### src/rtl/accum_frame_sched.sv
// accum_frame_sched: round-robin frame scheduler for a shared acc += x^4 datapath.
// Two channels request frames of lenN samples. The granted channel's samples go
// through a two-stage square/square pipeline into an accumulator. The frame sum
// is returned with a one-cycle result_valid pulse.
// Ports:
//   clk, rst          clock, synchronous active-high reset
//   req[1:0]          level request per channel
//   len0, len1        frame lengths, sampled at grant
//   s_data/s_valid    sample stream from the granted channel
//   s_ready           sample accepted when s_valid && s_ready
//   grant[1:0]        one-hot datapath owner, 0 when idle
//   busy              high whenever not idle
//   result            frame sum, held until the next frame completes
//   result_valid      one-cycle completion pulse
//   result_chan       channel that owns result
module accum_frame_sched #(
    parameter int unsigned DATA_W = 32,
    parameter int unsigned LEN_W  = 16
) (
    input  logic              clk,
    input  logic              rst,
    input  logic [1:0]        req,
    input  logic [LEN_W-1:0]  len0,
    input  logic [LEN_W-1:0]  len1,
    input  logic [DATA_W-1:0] s_data,
    input  logic              s_valid,
    output logic              s_ready,
    output logic [1:0]        grant,
    output logic              busy,
    output logic [DATA_W-1:0] result,
    output logic              result_valid,
    output logic              result_chan
);

    typedef enum logic [1:0] {
        IDLE  = 2'd0,
        RUN   = 2'd1,
        DRAIN = 2'd2,
        DONE  = 2'd3
    } state_t;

    state_t            state;
    logic [LEN_W-1:0]  count;
    logic              drain_cnt;
    logic              last_served;

    logic [DATA_W-1:0] acc;
    logic [DATA_W-1:0] sq;
    logic [DATA_W-1:0] q;
    logic              v1;
    logic              v2;

    logic              pick_c;
    logic [LEN_W-1:0]  pick_len_c;
    logic              start_c;
    logic              accept_c;
    logic [DATA_W-1:0] acc_nxt_c;

    // Arbitration: lone requester wins; on contention the channel not served last wins.
    always_comb begin
        pick_c = req[1];
        if (req == 2'b11) begin
            pick_c = ~last_served;
        end
        pick_len_c = pick_c ? len1 : len0;
    end

    assign start_c   = (state == IDLE) && (req != 2'b00);
    assign accept_c  = s_ready && s_valid;
    // Accumulator value after this edge; DONE captures it so the last term is included.
    assign acc_nxt_c = v2 ? (acc + q) : acc;

    // Datapath: stage 1 squares, stage 2 squares again, accumulator adds one edge later.
    always_ff @(posedge clk) begin
        if (rst) begin
            v1  <= 1'b0;
            v2  <= 1'b0;
            sq  <= '0;
            q   <= '0;
            acc <= '0;
        end else begin
            v1 <= accept_c;
            v2 <= v1;
            if (accept_c) begin
                sq <= DATA_W'(s_data * s_data);
            end
            if (v1) begin
                q <= DATA_W'(sq * sq);
            end
            if (start_c) begin
                acc <= '0;
            end else begin
                acc <= acc_nxt_c;
            end
        end
    end

    // Frame sequencer with registered outputs.
    always_ff @(posedge clk) begin
        if (rst) begin
            state        <= IDLE;
            count        <= '0;
            drain_cnt    <= 1'b0;
            last_served  <= 1'b1;
            grant        <= 2'b00;
            busy         <= 1'b0;
            s_ready      <= 1'b0;
            result       <= '0;
            result_valid <= 1'b0;
            result_chan  <= 1'b0;
        end else begin
            result_valid <= 1'b0;
            case (state)
                IDLE: begin
                    if (start_c) begin
                        grant       <= pick_c ? 2'b10 : 2'b01;
                        last_served <= pick_c;
                        count       <= pick_len_c;
                        busy        <= 1'b1;
                        if (pick_len_c != '0) begin
                            state   <= RUN;
                            s_ready <= 1'b1;
                        end else begin
                            // Empty frame: report a zero sum straight away.
                            state        <= DONE;
                            result       <= '0;
                            result_valid <= 1'b1;
                            result_chan  <= pick_c;
                        end
                    end
                end
                RUN: begin
                    if (s_valid) begin
                        count <= count - LEN_W'(1);
                        if (count == LEN_W'(1)) begin
                            state     <= DRAIN;
                            s_ready   <= 1'b0;
                            drain_cnt <= 1'b0;
                        end
                    end
                end
                DRAIN: begin
                    // Second drain edge is the one that accumulates the last sample.
                    if (drain_cnt) begin
                        state        <= DONE;
                        result       <= acc_nxt_c;
                        result_valid <= 1'b1;
                        result_chan  <= last_served;
                    end else begin
                        drain_cnt <= 1'b1;
                    end
                end
                DONE: begin
                    state <= IDLE;
                    grant <= 2'b00;
                    busy  <= 1'b0;
                end
                default: begin
                    state <= IDLE;
                end
            endcase
        end
    end

endmodule

### config.mk
export PLATFORM = sky130hd
export DESIGN_NAME = accum_frame_sched
export DESIGN_NICKNAME = d
export VERILOG_FILES = /design/src/rtl/accum_frame_sched.sv
export SDC_FILE = /design/constraint.sdc
export NUM_CORES = 2
export LEC_CHECK = 0
export CAP_MARGIN = 0
export CORE_MARGIN = 2
export CORE_UTILIZATION = 45
export DETAILED_ROUTE_END_ITERATION = 8
export SYNTH_ARGS = -nofsm -noshare
export SYNTH_HDL_FRONTEND = slang
export SYNTH_SLANG_ARGS = --single-unit
### constraint.sdc
create_clock -name clk -period 8.7 [get_ports clk]
set_input_delay 1.74 -clock clk [delete_from_list [all_inputs] [get_ports clk]]
set_output_delay 1.74 -clock clk [all_outputs]
set_load 0.005 [all_outputs]
==> impl_metrics.csv <==
group,metric,value,unit
sta,setup_ws,0.313,ns
sta,setup_viol,0,
placed_design,dp_slack,-0.147,ns
clocking,root_buffer,"clkbuf_16",
global_route,grt_pass1_wl,132000,µm
drt,wirelength,77900,µm
global_route,antenna_found_initial,5,
cells_and_area,drive_gt1_share,5.88,%
setup_path,critical_path_arrival,8.68,ns
job,drv_cap,0,
cells_and_area,layout.cells.non_filler,4769,
drt,first_pass_iters,5,
clocking,clock_latency,0.45,ns
sta,period_needed,8.39,ns
setup_path,path_class,"primary input to flip-flop",
sta,hold_ws,0.454,ns
clocking,clk_path_buf_depth,2,
setup_path,crit_cells,23,
setup_path,cp_cell_sequence,"clkdlybuf4s50_1 > buf_4 > nand2_1 > fa_1 > inv_1 > fa_1 > fa_1 > inv_1 > fa_1 > inv_1 > fa_1 > fa_1 > fa_1 > fa_1 > ha_1 > a21o_1 > a21o_1 > a221o_1 > inv_1 > a21oi_1 > or3_1 > nand3_1 > a21oi_1",
clocking,hold_buffers,0,
sta,worst_slew_pin_slew,1.14,ns
synthesis,synth-edff-count,0,
global_route,grt_max_degree,80,
clocking,postCtsSetupBuffers,0,
drt,drc_errors,0,
synthesis,synth-seq-cells,153,
setup_path,setup.worst_path.start,"s_data[7]",
floorplan,initial_utilization,45.5,%
floorplan,die-area,76200,µm²
synthesis,ys.flop_type,"dfxtp_1",
drt,drtIter0Drc,968,
sta,grt_setup_unrepaired,"false",
drt,antenna_left,0,
synthesis,ys_warn_count,0,
cells_and_area,layout_common_cells,"inv_1, fa_1, nand2_1",
status,outcome,"completed",
synthesis,netlist_area,33300,µm²
clocking,clock-sinks,153,
sta,post-route-period-util,96.4,%
synthesis,synth.distinct_cells,86,
clocking,htree_levels,4,
setup_path,crit-reg2reg-launch,"sq[8]",
setup_path,cp_top_family,"adder cells",
drt,vias,23500,
setup_path,endpoint_kind,"flip-flop",
cells_and_area,fillerInstances,6936,
setup_path,worst-path-buf-inv,6,
sta,fmaxAchievable,119,MHz
setup_path,start_kind,"primary input",
setup_path,reg2reg_to,"q[27]",
setup_path,critPathMaxFanout,10,
floorplan,die_y,276,µm
clocking,cts_resized,0,
global_route,grt_pass1_vias,25600,
placed_design,place.detailed.hpwl,66500,µm
placed_design,dp.cells,4735,
floorplan,io_pins,107,
clocking,cts_buffers,17,
setup_path,r2r_slack,1.34,ns
setup_path,worstPathRequired,8.99,ns
cells_and_area,area_growth,10.9,%
synthesis,seq_area_frac_synth,9.20,%
drt,post_drt_wl_per_cell,16.3,µm
placed_design,globalplace.congestion,0.852,
synthesis,syn_area_per_cell,9.15,µm²
setup_path,crit_path_frequent_cell,"fa_1",
synthesis,netlist_instances,3639,
global_route,grt.total_usage,21.8,%
floorplan,coreArea,73100,µm²
clocking,cts_tree,"built",
floorplan,row_count,99,
sta,fin_skew,0.0178,ns
clocking,clk_transition_reported_paths,0.07,ns
drt,vias_per_cell,4.92,
sta,maxSlewViolCount,0,
setup_path,cpMaxStageDelayCell,"clkdlybuf4s50_1",
setup_path,rr_worst_depth,22,
cells_and_area,finalNetCount,4878,
cells_and_area,final_common_cell,"inv_1",
setup_path,crit_path_end,"sq[28]",
placed_design,io_buffers,105,
global_route,grt-ovfl-total,0,
floorplan,die_w,276,µm
synthesis,ys_async_sr_fraction,0,%
sta,relSlewSlack,23.9,%
min_path,hold_path.class,"flip-flop to flip-flop",
setup_path,max_stage_delay,0.62,ns
sta,final_hold_viol_count,0,
==> worst reg2reg max path, cell delays in order, from the launching register on <==
cell and delay, ns:
dfxtp_1 0.90, inv_1 0.24, nor2_1 0.21, fa_1 0.48
fa_1 0.45, fa_1 0.55, inv_1 0.06, fa_1 0.50
inv_1 0.07, fa_1 0.46, ha_1 0.31, fa_1 0.50
fa_1 0.42, ha_1 0.36, a21o_1 0.18, a21o_1 0.17
a21oi_1 0.18, o21ai_0 0.14, a32oi_2 0.31, o21ai_1 0.16
a31oi_1 0.23, mux2i_1 0.22, o311ai_1 0.12
==> cells by family after synthesis <==
group	after synthesis	synth area share, %
compound gates	393	7.71
xor+xnor	96	2.53
fa+ha+maj	1014	53.8
buf+inv	997	11.3
flops	153	9.20
mux	56	1.70
other cells	2	0.0226
simple gates	928	13.8
==> state kept, by name, summed over array words and instances, names as in the netlist, 2 cells and up <==
name,count
count,16
grant,2
result,32
sq,30
q,31
state,2
acc,32
==> per-stage QoR <==
stage	TNS (ns)	util, %	cell area [µm²]
after floorplan	0	-	33400
after global placement	-0.334	49.6	36300
after global routing	0	50.5	36900
final	0	50.5	36900
after CTS	0	50.5	36900
after detailed placement	-0.409	49.6	36300
==> worst min-delay path by stage <==
| stage | cells after the start | endpoint | from | slack (ns) |
|---|---|---|---|---|
| 2_1_floorplan | 2 | sq[29] | sq[29] | 0.43 |
| 3_3_place_gp | 2 | sq[29] | sq[29] | 0.44 |
| 3_5_place_dp | 2 | sq[4] | sq[4] | 0.45 |
| 4_1_cts | 2 | sq[29] | sq[29] | 0.46 |
| 5_1_grt | 2 | sq[29] | sq[29] | 0.47 |
| 6_report | 2 | sq[29] | sq[29] | 0.45 |
==> Yosys cell counts, types with 10 or more instances <==
cell | n | area, µm²
a211oi_1 | 26 | 195
a21o_1 | 43 | 323
a21oi_1 | 135 | 676
a22oi_1 | 13 | 97.6
a31oi_1 | 13 | 81.3
and2_1 | 249 | 1560
and3_1 | 14 | 87.6
clkbuf_1 | 129 | 484
dfxtp_1 | 153 | 3060
fa_1 | 695 | 13900
ha_1 | 319 | 3990
inv_1 | 858 | 3220
mux2i_1 | 52 | 521
nand2_1 | 323 | 1210
nand2b_1 | 20 | 125
nand3_1 | 40 | 200
nand4_1 | 14 | 87.6
nor2_1 | 161 | 604
nor2b_1 | 16 | 100
nor3_1 | 29 | 145
nor4_1 | 11 | 68.8
o211ai_1 | 10 | 75.1
o21ai_0 | 55 | 275
or2_2 | 10 | 62.6
or3_1 | 13 | 81.3
xnor2_1 | 61 | 534
xor2_1 | 35 | 307
==> metal layers <==
layer  part of all wire [%]  up-vias  track usage, %  wire [µm]
li1                       -    11400               -          -
met2                     50      277            38.1      38800
met1                     46    11800            30.0      36100
met4                    1.5        0            3.74       1150
met5                      0        -               0          0
met3                    2.4       55            1.53       1850
==> layout make-up <==
class,instances,area (µm²),share of cell area [%]
inverters,858,3220,8.73
well taps,959,1200,3.25
repair buffers,256,2240,6.08
clock inverters,15,196,0.532
flip-flops and latches,153,3070,8.31
clock buffers,17,425,1.15
multi-input cells,2509,26500,71.9
diodes,2,5.00,0.0136
Power is not shown: default switching activity piles up to over one toggle a cycle in this logic, so the estimate is an artifact.
